`src/rtl/keypad_if.sv`:
```
// keypad_if: row/column pins plus the event FIFO and interrupt signals shared with the APB peripheral
interface keypad_if;
  logic        enable;
  logic [3:0]  col;
  logic [3:0]  row;
  logic [1:0]  row_index;
  logic [15:0] key_state;
  logic        evt_valid;
  logic [4:0]  evt_code;
  logic        evt_pop;
  logic        key_interrupt;
  logic        overflow;
  logic        clr_ovf;
  modport master (
    output enable, col, evt_pop, clr_ovf,
    input  row, row_index, key_state, evt_valid, evt_code, key_interrupt, overflow
  );
  modport slave (
    input  enable, col, evt_pop, clr_ovf,
    output row, row_index, key_state, evt_valid, evt_code, key_interrupt, overflow
  );
endinterface

```
`src/rtl/keypad_scan_ctrl.sv`:
```
// keypad_scan_ctrl: 4x4 keypad row scanner with per-key scan debounce and a press/release event FIFO
module keypad_scan_ctrl #(
  parameter int DWELL_CYCLES = 1000,
  parameter int DEB_SCANS    = 3,
  parameter int FIFO_DEPTH   = 4
) (
  input logic     clk,
  input logic     rst,
  keypad_if.slave kp
);
  localparam int DW = $clog2(DWELL_CYCLES + 1);
  localparam int AW = $clog2(FIFO_DEPTH);
  typedef enum logic [1:0] {IDLE, SETTLE, SAMPLE, UPDATE} state_t;
  state_t        state_q, state_d;
  logic [1:0]    idx_q, idx_d;
  logic [DW-1:0] dwell_q, dwell_d;
  logic [3:0]    p_q, p_d;
  logic [3:0]    row_q, row_d;
  logic [15:0]   raw_q, key_q;
  logic [2:0]    cnt_q [16];
  logic [4:0]    mem_q [FIFO_DEPTH];
  logic [AW-1:0] wp_q, rp_q;
  logic [AW:0]   fcnt_q;
  logic          ovf_q;
  logic          diff, fire, full, push, pop;
  always_comb begin
    state_d = state_q;
    idx_d   = idx_q;
    dwell_d = '0;
    p_d     = '0;
    case (state_q)
      IDLE: state_d = kp.enable ? SETTLE : IDLE;
      SETTLE: begin
        if (!kp.enable) begin
          state_d = IDLE;
          idx_d   = '0;
        end else if (dwell_q == DW'(DWELL_CYCLES - 1)) state_d = SAMPLE;
        else dwell_d = dwell_q + 1'b1;
      end
      SAMPLE: begin
        state_d = !kp.enable ? IDLE : (idx_q == 2'd3) ? UPDATE : SETTLE;
        idx_d   = (kp.enable && idx_q != 2'd3) ? idx_q + 1'b1 : 2'd0;
      end
      UPDATE: begin
        p_d = p_q + 1'b1;
        if (p_q == 4'd15) state_d = kp.enable ? SETTLE : IDLE;
      end
    endcase
    row_d = (state_d == SETTLE || state_d == SAMPLE) ? ~(4'b0001 << idx_d) : 4'hF;
  end
  assign diff = raw_q[p_q] != key_q[p_q];
  assign fire = state_q == UPDATE && diff && cnt_q[p_q] == 3'(DEB_SCANS - 1);
  // fullness is judged before the same-cycle pop, so a pop never makes room for this push
  assign full = fcnt_q == (AW+1)'(FIFO_DEPTH);
  assign push = fire && !full;
  assign pop  = kp.evt_pop && fcnt_q != '0;
  always_ff @(posedge clk or posedge rst) begin
    if (rst) begin
      state_q <= IDLE;
      idx_q   <= '0;
      dwell_q <= '0;
      p_q     <= '0;
      row_q   <= 4'hF;
      raw_q   <= '0;
      key_q   <= '0;
      wp_q    <= '0;
      rp_q    <= '0;
      fcnt_q  <= '0;
      ovf_q   <= 1'b0;
      for (int i = 0; i < 16; i++) cnt_q[i] <= '0;
      for (int i = 0; i < FIFO_DEPTH; i++) mem_q[i] <= '0;
    end else begin
      state_q <= state_d;
      idx_q   <= idx_d;
      dwell_q <= dwell_d;
      p_q     <= p_d;
      row_q   <= row_d;
      if (state_q == SAMPLE && kp.enable) raw_q[idx_q*4 +: 4] <= ~kp.col;
      if (state_q == UPDATE) begin
        if (!diff) cnt_q[p_q] <= '0;
        else if (fire) begin
          cnt_q[p_q] <= '0;
          key_q[p_q] <= ~key_q[p_q];
        end else cnt_q[p_q] <= cnt_q[p_q] + 3'd1;
      end
      if (push) begin
        mem_q[wp_q] <= {raw_q[p_q], p_q};
        wp_q        <= wp_q + 1'b1;
      end
      if (pop) rp_q <= rp_q + 1'b1;
      fcnt_q <= fcnt_q + {{AW{1'b0}}, push} - {{AW{1'b0}}, pop};
      ovf_q  <= (fire && full) || (ovf_q && !kp.clr_ovf);
    end
  end
  assign kp.row           = row_q;
  assign kp.row_index     = idx_q;
  assign kp.key_state     = key_q;
  assign kp.evt_valid     = fcnt_q != '0;
  assign kp.evt_code      = kp.evt_valid ? mem_q[rp_q] : 5'd0;
  assign kp.key_interrupt = kp.evt_valid;
  assign kp.overflow      = ovf_q;
endmodule

```
`src/flat_wrapper.sv`:
```
// flat-port wrapper written by rule: the top's interface ports become plain ports
module keypad_scan_ctrl_flat 
#(
  parameter int DWELL_CYCLES = 1000,
  parameter int DEB_SCANS    = 3,
  parameter int FIFO_DEPTH   = 4
)
  (clk, rst, kp_enable, kp_col, kp_evt_pop, kp_clr_ovf, kp_row, kp_row_index, kp_key_state, kp_evt_valid, kp_evt_code, kp_key_interrupt, kp_overflow);
  keypad_if kp_i ();
  input logic clk;
  input logic rst;
  input wire logic [$bits(kp_i.enable)-1:0] kp_enable;
  input wire logic [$bits(kp_i.col)-1:0] kp_col;
  input wire logic [$bits(kp_i.evt_pop)-1:0] kp_evt_pop;
  input wire logic [$bits(kp_i.clr_ovf)-1:0] kp_clr_ovf;
  output wire logic [$bits(kp_i.row)-1:0] kp_row;
  output wire logic [$bits(kp_i.row_index)-1:0] kp_row_index;
  output wire logic [$bits(kp_i.key_state)-1:0] kp_key_state;
  output wire logic [$bits(kp_i.evt_valid)-1:0] kp_evt_valid;
  output wire logic [$bits(kp_i.evt_code)-1:0] kp_evt_code;
  output wire logic [$bits(kp_i.key_interrupt)-1:0] kp_key_interrupt;
  output wire logic [$bits(kp_i.overflow)-1:0] kp_overflow;
  assign kp_i.enable = kp_enable;
  assign kp_i.col = kp_col;
  assign kp_i.evt_pop = kp_evt_pop;
  assign kp_i.clr_ovf = kp_clr_ovf;
  assign kp_row = kp_i.row;
  assign kp_row_index = kp_i.row_index;
  assign kp_key_state = kp_i.key_state;
  assign kp_evt_valid = kp_i.evt_valid;
  assign kp_evt_code = kp_i.evt_code;
  assign kp_key_interrupt = kp_i.key_interrupt;
  assign kp_overflow = kp_i.overflow;
  keypad_scan_ctrl #(.DWELL_CYCLES(DWELL_CYCLES), .DEB_SCANS(DEB_SCANS), .FIFO_DEPTH(FIFO_DEPTH)) u_core (.clk(clk), .rst(rst), .kp(kp_i));
endmodule
```
`config.mk`:
```
export PLATFORM = sky130hd
export DESIGN_NAME = keypad_scan_ctrl_flat
export DESIGN_NICKNAME = d
export VERILOG_FILES = /design/src/rtl/keypad_if.sv /design/src/rtl/keypad_scan_ctrl.sv /design/src/flat_wrapper.sv
export SDC_FILE = /design/constraint.sdc
export NUM_CORES = 1
export LEC_CHECK = 0
export CAP_MARGIN = 0
export CORE_MARGIN = 2
export CORE_UTILIZATION = 50
export DETAILED_ROUTE_END_ITERATION = 8
export PLACE_DENSITY = 0.71
export SLEW_MARGIN = 20
export SYNTH_ARGS = -nofsm -noshare
export SYNTH_HDL_FRONTEND = slang
export SYNTH_SLANG_ARGS = --single-unit
```
`constraint.sdc`:
```
create_clock -name clk -period 5.7 [get_ports clk]
set_input_delay 0.855 -clock clk [delete_from_list [all_inputs] [get_ports clk]]
set_output_delay 0.855 -clock clk [all_outputs]
set_load 0.01 [all_outputs]
```
==> results of run 1 <==
-- worst paths after layout --
kind	start	to	slack, ns	depth (start not counted)
worst min register to register	u_core.raw_q[6]$_DFFE_PP0P_	u_core.raw_q[6]$_DFFE_PP0P_	0.48	2
max in group asynchronous	rst	u_core.dwell_q[2]$_DFF_PP0_	3.64	3
worst max-delay path	u_core.p_q[0]$_DFF_PP0_	u_core.fcnt_q[2]$_DFF_PP0_	1.38	13
min in group asynchronous	rst	u_core.wp_q[0]$_DFFE_PP0N_	0.95	2
worst min-delay path	u_core.raw_q[6]$_DFFE_PP0P_	u_core.raw_q[6]$_DFFE_PP0P_	0.48	2
worst max register to register	u_core.p_q[0]$_DFF_PP0_	u_core.fcnt_q[2]$_DFF_PP0_	1.38	13
-- cells in the final DEF (no fill, tap or decap), drive strengths merged, types with 2 or more instances in the layout --
cell,netlist,final
nor2b,4,4
and3,3,3
nand2b,2,2
nand3,26,26
xor2,6,6
clkdlybuf4s50,0,38
inv,19,23
nand4,22,22
clkbuf,19,19
mux2,37,37
nor3,2,2
mux4,24,24
bufinv,0,4
nand3b,2,2
dfrtp,126,126
clkinv,0,5
a31oi,2,2
buf,12,5
o41ai,3,3
dfstp,4,4
a22oi,3,3
ha,23,23
mux2i,11,11
or4,2,2
a22o,5,5
and2,12,12
or3,5,5
nand2,82,82
o21ai,64,64
nor2,17,17
xnor2,9,9
-- routing by layer --
metal,wire (um),track usage [%],share of wire (%)
met5,0,0,0
met2,6827,34.77,50
met4,212,7.304,1.6
met1,5947,26.37,44
met3,627,6.395,4.6
-- cells in the mapped netlist, types with 2 or more instances --
cell type	instances	area, um^2
dfrtp_1	126	3153
nand2_1	80	300.3
o21ai_0	64	320.3
nand3_1	26	130.1
mux2_2	24	270.3
ha_1	23	287.8
mux4_2	23	518.0
nand4_1	20	125.1
inv_1	19	71.32
clkbuf_1	16	60.06
nor2_1	16	60.06
and2_1	11	68.82
mux2i_1	11	110.1
mux2_4	10	150.1
xnor2_1	8	70.07
xor2_1	6	52.55
a22o_1	5	43.79
buf_6	5	56.30
or3_1	5	31.28
dfstp_2	4	105.1
nor2b_1	4	25.02
a22oi_1	3	22.52
and3_1	3	18.77
buf_4	3	22.52
clkbuf_2	3	15.01
mux2_1	3	33.78
o41ai_1	3	26.28
a31oi_1	2	12.51
buf_1	2	7.510
buf_2	2	10.01
nand2_2	2	12.51
nand2b_1	2	12.51
nand3b_1	2	15.01
nand4_4	2	42.54
nor3_1	2	10.01
or4_1	2	15.01
-- power by group through the flow --
stage                     combinational [mW]  clock, mW  sequential (mW)
after floorplan                        0.120          0            0.973
after global placement                 0.130          0            0.996
after detailed placement               0.136          0            0.997
after CTS                              0.138       1.21            0.983
after global routing                   0.152       1.26            0.988
final                                  0.134       1.20            0.982
-- registers in the layout, summed over array words and instances, names as in the netlist --
| name | flops |
|---|---|
| u_core.rp_q | 2 |
| u_core.wp_q | 2 |
| u_core.kp.overflow | 1 |
| u_core.cnt_q | 48 |
| u_core.state_q | 2 |
| u_core.dwell_q | 10 |
| u_core.mem_q | 20 |
| u_core.p_q | 4 |
| u_core.kp.row_index | 2 |
| u_core.fcnt_q | 3 |
| u_core.kp.key_state | 16 |
| u_core.raw_q | 16 |
| u_core.kp.row | 4 |
-- worst max-delay path, stage by stage (launching register included) --
cell and delay (ns):
dfrtp_1 0.54, buf_4 0.40, mux4_2 0.56, a221oi_2 0.31
ha_1 0.23, nand2_1 0.07, nor2_1 0.10, a22o_1 0.78
and3_1 0.35, ha_1 0.16, inv_1 0.05, fa_1 0.39
xnor2_1 0.18, xnor2_1 0.13
-- metrics by stage --
stage / setup slack [ns] / util, % / hold WS, ns / total power, mW
floorplan: 1.382 / - / 0.4386 / 1.093
global placement: 1.506 / 54.92 / 0.4569 / 1.126
detailed placement: 1.412 / 54.92 / 0.4651 / 1.133
CTS: 1.371 / 60.07 / 0.4811 / 2.332
global route: 1.070 / 60.09 / 0.5026 / 2.396
finish: 1.382 / 60.09 / 0.4801 / 2.312
-- layout make-up --
class / instances / area, um^2 / share of cell area [%]
clock buffer: 19 / 452.9 / 5.949
sequential: 130 / 3258 / 42.79
multi-input combinational: 380 / 2994 / 39.33
tap: 172 / 215.2 / 2.827
timing repair buffer: 43 / 417.9 / 5.489
clock inverter: 13 / 198.9 / 2.613
inverter: 19 / 76.32 / 1.002
-- logic make-up after synthesis --
kind of cell | share of synthesized area [%]
adders and majority gates | 4.739
and+or+nand+nor | 14.49
buffers and inverters | 3.737
muxes | 17.07
xor gates and xnor gates | 2.312
DFF | 50.16
AOI/OAI and AO/OA | 7.494
==> results.toml, run 1 <==
[die]
initial_core_util_pct = 51.26
die_h_um = 118.0
ios = 39
core_um2 = 12670
row_count = 41
dieArea_um2 = 13920
fp.dieW_um = 118.0

[clocking]
cts_tree = "done"
cts_root_buf = "clkbuf_16"
path_clk_slew_ns = 0.06
cts_sinks = 130
cts_setup_buffers = 0
ctsHoldBuffers = 0
ctsResizeCount = 0
cts_buffer_depth = 2
cts_max_level = 4
cts_buffers = 17
clk_latency_ns = 0.43

[power]
vdd_drop_max_v = 0.0002067
power.switching_mw = 0.5393
combPwrFrac_pct = 5.8
power.density_nw_per_um2 = 303.6
seqPwrFrac_pct = 42.5
p_leak_nw = 3.334
clkPwrFrac_pct = 51.7
internal_power_mw = 1.772
p_sw_share_pct = 23.33

[placed_design]
placed_area_um2 = 6959
hpwl_um = 8979
port_buffers = 38
gp_congestion = 0.8251
dp.cells = 744

[detailed_routing]
drc = 0
post_drt_wl_per_cell_um = 17.55
dr_total_vias = 4444
drtPass1Iterations = 5
ant_nets = 0
wirelength_um = 13620
via_per_inst = 5.727
drt_iter0_markers = 303

[grt]
grt_pass1_vias = 4642
grt.total_usage_pct = 21.05
antenna_found_initial = 0
grt_pass1_wl_um = 23120
overflow = 0
grt_max_degree = 85

[synthesis]
synth_cells = 560
syn_avg_cell_area_um2 = 11.60
ys.flop_type = "dfrtp_1"
ys_seq_elements = 130
syn_nets = 593
synth.distinct_cells = 54
ys_seq_area_share_pct = 50.16
ys_warn_count = 0
async_flop_share_pct = 100.0
synth.cell_area_um2 = 6495
synth_edf_count = 0

[flow_run]
drv_cap = 0

[sta]
finalSetupViolCount = 0
min_period_ns = 4.318
worst_clock_skew_ns = 0.007893
rsz0062_at_grt = "no"
hold_viol_final = 0
final_max_slew_viol_count = 0
slew_headroom_pct = 34.57
period_share_pct = 75.75
max_freq_mhz = 231.6
fin_tns_setup_ns = 0
worst_slew_pin_slew_ns = 0.9795

[finish]
fillers = 1031
fin_area_um2 = 7614
fin_cells = 776
area_growth_pct = 17.22
final_nets = 624
n_antenna_cell = 0
drive_above_1_share_pct = 18.05

[critical_path]
cp.arrival_ns = 4.67
required_ns = 6.06
startpoint_type = "register"
end_kind = "register"
worstPathMaxFanout = 24
path_class = "register to register"

[status]
outcome = "completed"

[worst_hold_path]
hold_path_class = "register to register"
Note: power is estimated with default switching activity, not from simulation.
==> run 2: changes to the inputs <==
Clock period 5.7 ns to 4.1 ns, I/O delays scaled along.
==> run 2 against run 1 <==
Compared with the run above:
- utilization decreased by 0.059 points
- critical path depth decreased by 5
- first-iteration DRC count increased by 7.3%
- clock skew increased by 0.0019 ns
- critical endpoint is now u_core.cnt_q[6]$_DFFE_PP0P_
- largest cell class unchanged
==> results.toml, run 2 (synthesis results as in run 1) <==
[clocking]
clk_latency_ns = 0.42
ctsResizeCount = 0
cts_buffer_depth = 2
cts_root_buf = "clkbuf_16"
cts_max_level = 4
cts_buffers = 17
ctsHoldBuffers = 0
cts_setup_buffers = 0
cts_tree = "done"
path_clk_slew_ns = 0.06
cts_sinks = 130

[placed_design]
port_buffers = 38
hpwl_um = 9143
gp_congestion = 0.8593
dp.cells = 752

[power]
vdd_drop_max_v = 0.0002668
power.density_nw_per_um2 = 397.1
p_leak_nw = 3.335

[critical_path]
startpoint_type = "register"
path_class = "register to register"
worstPathMaxFanout = 23
end_kind = "register"
cp.arrival_ns = 4.05
required_ns = 4.41

[grt]
grt_pass1_vias = 4568
overflow = 0
grt.total_usage_pct = 20.95
grt_max_degree = 101
grt_pass1_wl_um = 23130
antenna_found_initial = 0

[finish]
n_antenna_cell = 0
fin_cells = 784
top_register = "u_core.cnt_q"
area_growth_pct = 17.11
final_cell_mix = "126 x dfrtp_1, 80 x nand2_1, 64 x o21ai_0"
largest_reg_flops = 48
final_common_cell = "dfrtp_1"
fillers = 1023
largestRegisters = "u_core.cnt_q: 48 flops, u_core.mem_q: 20 flops"
final_nets = 632
drive_above_1_share_pct = 18.63

[die]
row_count = 41
die_h_um = 118.0
ios = 39
dieArea_um2 = 13920
core_um2 = 12670
fp.dieW_um = 118.0
initial_core_util_pct = 51.26

[detailed_routing]
wirelength_um = 13570
post_drt_wl_per_cell_um = 17.31
drt_iter0_markers = 325
drc = 0
dr_total_vias = 4453
ant_nets = 0
via_per_inst = 5.680
drtPass1Iterations = 4

[sta]
min_period_ns = 3.739
period_share_pct = 91.19
fin_tns_setup_ns = 0
max_freq_mhz = 267.5
final_max_slew_viol_count = 0
slew_headroom_pct = 41.86
rsz0062_at_grt = "no"
hold_viol_final = 0
worst_slew_pin_slew_ns = 0.8689
finalSetupViolCount = 0
worst_clock_skew_ns = 0.009806

[status]
outcome = "completed"

[worst_hold_path]
hold_path_class = "register to register"

[flow_run]
drv_cap = 0
-- run 2: cell types whose count changed in the layout (fill, tap and decap cells not counted), sizes merged --
| cell | previous run | this run |
|---|---|---|
| buf | 5 | 13 |
| bufinv | 4 | 2 |
| clkbuf | 19 | 22 |
| clkinv | 5 | 4 |
| clkinvlp | 0 | 4 |
| inv | 23 | 19 |
-- run 2: through the flow --
| stage | hold WS [ns] | setup slack, ns | util [%] | area (um^2) | power, mW |
|---|---|---|---|---|---|
| after detailed placement | 0.4649 | 0.3514 | 55.50 | 7032 | 1.581 |
| after floorplan | 0.4386 | 0.02227 | - | 6495 | 1.519 |
| after global routing | 0.5037 | 0.04720 | 60.03 | 7606 | 3.128 |
| after CTS | 0.4776 | 0.3358 | 60.03 | 7606 | 3.049 |
| after global placement | 0.4554 | 0.4524 | 55.50 | 7032 | 1.568 |
| final | 0.4760 | 0.3611 | 60.03 | 7606 | 3.020 |
-- run 2: report_power, final --
| group | leakage (nW) | internal (mW) | switching, mW |
|---|---|---|---|
| clock | 0.272 | 0.921 | 0.545 |
| combinational | 1.27 | 0.0906 | 0.0966 |
| sequential | 1.79 | 1.31 | 0.0521 |
-- run 2: layout make-up --
type	count	area [um^2]	share of cell area [%]
Clock inverter	10	110.1	1.448
Tap cell	172	215.2	2.829
Timing Repair Buffer	51	490.5	6.448
Multi-Input combinational cell	380	2994	39.37
Clock buffer	22	464.2	6.103
Sequential cell	130	3258	42.84
Inverter	19	73.82	0.9706
-- run 2: final timing paths --
kind | startpoint | end | cells past startpoint | slack (ns)
max | u_core.p_q[0]$_DFF_PP0_ | u_core.cnt_q[6]$_DFFE_PP0P_ | 8 | 0.36
min | u_core.raw_q[5]$_DFFE_PP0P_ | u_core.raw_q[5]$_DFFE_PP0P_ | 2 | 0.48
max reg2reg | u_core.p_q[0]$_DFF_PP0_ | u_core.cnt_q[6]$_DFFE_PP0P_ | 8 | 0.36
min reg2reg | u_core.raw_q[5]$_DFFE_PP0P_ | u_core.raw_q[5]$_DFFE_PP0P_ | 2 | 0.48
max in group asynchronous | rst | u_core.cnt_q[35]$_DFFE_PP0P_ | 3 | 2.69
min in group asynchronous | rst | u_core.kp.overflow$_DFF_PP0_ | 2 | 0.56
-- run 2: routing by layer --
layer | share of wire (%) | GRT usage, % | vias up
met5 | 0 | 0 | -
met4 | 1.9 | 7.907 | 0
met3 | 5.3 | 5.136 | 21
met2 | 50 | 34.45 | 113
met1 | 43 | 26.92 | 2234
li1 | - | - | 2085
-- run 2: critical path, stage by stage, from the launching register on --
cell and delay [ns]:
dfrtp_1 0.80, mux4_2 0.59, mux4_2 0.51, ha_1 0.23, and3_1 0.17, a22o_1 0.24
buf_4 0.22, nand3b_1 0.51, o21ai_0 0.35
==> run 3: changes to the inputs <==
Settings changed: ABC_AREA set to 1.
Clock period 4.1 ns to 4.75 ns, I/O delays scaled along.
==> run 3 against run 2 <==
Compared with the run above:
- cell count up 39%
- first-iteration DRC count is 55% higher
- worst setup slack better by 0.79 ns
==> results.toml, run 3 <==
[status]
outcome = "completed"

[critical_path]
reg2reg_to = "u_core.fcnt_q[2]$_DFF_PP0_"
path_class = "register to register"
regToRegStartpoint = "u_core.p_q[1]$_DFF_PP0_"
startpoint_type = "register"
rrSetupSlack_ns = 1.15
cp.arrival_ns = 3.90
slowest_stage = "dfrtp_1"
slowest_delay_ns = 0.94
end_kind = "register"
worstPathMaxFanout = 27
cp_cell_sequence = "inv_2 > o21ai_0 > o22ai_1 > nand2_1 > nand4_1 > inv_1 > ha_1 > nand2_1 > inv_1 > nand2_4 > nor2_4 > nand2_1 > inv_1 > ha_1 > inv_1 > fa_1 > xnor2_1 > xor2_1"
cpMostUsedCell = "inv_1"
required_ns = 5.05
reg2reg_depth = 18

[power]
p_sw_share_pct = 25.19
clkPwrFrac_pct = 44.3
internal_power_mw = 2.000
p_leak_nw = 3.763
combPwrFrac_pct = 11.7
power.density_nw_per_um2 = 338.0
vdd_drop_max_v = 0.0002535
seqPwrFrac_pct = 44.0
power.switching_mw = 0.6734

[sta]
final_max_slew_viol_count = 0
hold_viol_final = 0
max_freq_mhz = 277.6
worst_clock_skew_ns = 0.007629
period_share_pct = 75.83
slew_headroom_pct = 38.68
fin_tns_setup_ns = 0
rsz0062_at_grt = "no"
min_period_ns = 3.602
worst_slew_pin_slew_ns = 0.9198
finalSetupViolCount = 0

[clocking]
cts_sinks = 130
ctsHoldBuffers = 0
cts_tree = "done"
path_clk_slew_ns = 0.05
cts_buffer_depth = 2
ctsResizeCount = 0
cts_max_level = 4
cts_buffers = 17
clk_latency_ns = 0.42
cts_setup_buffers = 0
cts_root_buf = "clkbuf_16"

[detailed_routing]
wirelength_um = 15550
drt_iter0_markers = 504
drc = 0
via_per_inst = 5.123
post_drt_wl_per_cell_um = 14.25
ant_nets = 0
drtPass1Iterations = 6
dr_total_vias = 5589

[die]
dieArea_um2 = 14800
fp.dieW_um = 121.6
die_h_um = 121.6
initial_core_util_pct = 51.64
ios = 39
row_count = 42
core_um2 = 13400

[synthesis]
synth.distinct_cells = 40
netlist_top_cells_count = "195 x nand2_1, 126 x dfrtp_1, 120 x inv_1, 99 x nor2_1, 67 x o21ai_0"
synth_cells = 870
syn_nets = 903
synth.cell_area_um2 = 6920
synth_area_leader_cell = "dfrtp_1"
ys_warn_count = 0
ys_seq_elements = 130
synthMostInstantiatedCell = "nand2_1"
syn_avg_cell_area_um2 = 7.954
synth_top_area_share_pct = 45.56
async_flop_share_pct = 100.0
synth_edf_count = 0
synthTopCellsByArea = "dfrtp_1 46%, nand2_1 11%, inv_1 6.5%"
ys_seq_area_share_pct = 47.08
ys.flop_type = "dfrtp_1"

[flow_run]
drv_cap = 0

[finish]
drive_above_1_share_pct = 6.557
final_nets = 936
largest_reg_flops = 48
final_common_cell = "nand2_1"
fillers = 1206
fin_area_um2 = 7908
top_register = "u_core.cnt_q"
fin_cells = 1091
area_growth_pct = 14.26
final_cell_mix = "195 x nand2_1, 126 x dfrtp_1, 119 x inv_1"
largestRegisters = "u_core.cnt_q: 48 flops, u_core.mem_q: 20 flops"
n_antenna_cell = 0

[worst_hold_path]
hold_path_class = "register to register"
holdPathStages = 2
worstHoldStart = "u_core.cnt_q[28]$_DFFE_PP0P_"
min_to = "u_core.cnt_q[28]$_DFFE_PP0P_"

[placed_design]
gp_congestion = 0.8864
placed_area_um2 = 7383
port_buffers = 38
dp.cells = 1060
hpwl_um = 10710

[grt]
grt_max_degree = 75
antenna_found_initial = 0
grt.total_usage_pct = 23.28
grt_pass1_wl_um = 27070
overflow = 0
grt_pass1_vias = 5511
run 3: cells by family after synthesis:
group,after synthesis,synth area share (%)
and+or+nand+nor,389,24.84
buffers and inverters,155,9.600
AOI/OAI and AO/OA,151,11.10
DFF,130,47.08
adders and majority gates,24,4.448
muxes,15,2.170
xor gates and xnor gates,6,0.7594
run 3: area by class of cell:
type / instances / area (um^2) / area share, %
Sequential cell: 130 / 3258 / 41.20
Clock buffer: 24 / 461.7 / 5.839
Clock inverter: 7 / 62.56 / 0.7911
Multi-Input combinational cell: 585 / 2998 / 37.91
Timing Repair Buffer: 42 / 422.9 / 5.348
Tap cell: 176 / 220.2 / 2.785
Inverter: 127 / 484.2 / 6.123
run 3: layer usage:
layer / track usage (%) / up-vias / wire length [um]
met5: 0 / - / 0
met4: 7.687 / 0 / 220
met3: 4.541 / 15 / 744
met2: 35.57 / 132 / 6943
met1: 33.45 / 2599 / 7642
li1: - / 2843 / -
run 3: how the worst max path moves through the flow:
stage | start | to | slack [ns] | depth (start not counted)
6_report | u_core.p_q[1]$_DFF_PP0_ | u_core.fcnt_q[2]$_DFF_PP0_ | 1.15 | 18
5_1_grt | u_core.p_q[1]$_DFF_PP0_ | u_core.fcnt_q[2]$_DFF_PP0_ | 0.67 | 18
4_1_cts | u_core.p_q[1]$_DFF_PP0_ | u_core.fcnt_q[2]$_DFF_PP0_ | 1.17 | 18
3_5_place_dp | u_core.p_q[1]$_DFF_PP0_ | u_core.fcnt_q[2]$_DFF_PP0_ | 1.18 | 18
3_3_place_gp | u_core.p_q[1]$_DFF_PP0_ | u_core.fcnt_q[2]$_DFF_PP0_ | 1.26 | 18
2_1_floorplan | rst | u_core.cnt_q[0]$_DFFE_PP0P_ | 0.57 | 1
run 3: power by group through the flow:
stage / registers (mW) / logic, mW / clock network [mW]
global route: 1.18 / 0.362 / 1.25
finish: 1.18 / 0.313 / 1.18
global placement: 1.19 / 0.309 / 0
CTS: 1.18 / 0.317 / 1.19
detailed placement: 1.19 / 0.317 / 0
floorplan: 1.17 / 0.219 / 0
run 3: critical path: cells and delay by family, from the launching register on:
| kind | cells | cell delay (ns) |
|---|---|---|
| AO/OA/AOI/OAI | 2 | 0.26 |
| adder cells (fa/ha/maj) | 3 | 0.68 |
| flip-flops | 1 | 0.94 |
| AND/OR/NAND/NOR | 6 | 0.56 |
| buffers and inverters | 5 | 0.76 |
| XOR/XNOR | 2 | 0.28 |
run 3: metrics by stage:
stage	power (mW)	hold WS, ns	utilization, %	setup slack [ns]
2_1_floorplan	1.387	0.4479	-	0.5748
3_3_place_gp	1.503	0.4660	55.10	1.255
3_5_place_dp	1.511	0.4738	55.10	1.177
4_1_cts	2.687	0.4835	59.01	1.169
5_1_grt	2.797	0.5117	59.01	0.6688
6_report	2.673	0.4818	59.01	1.148
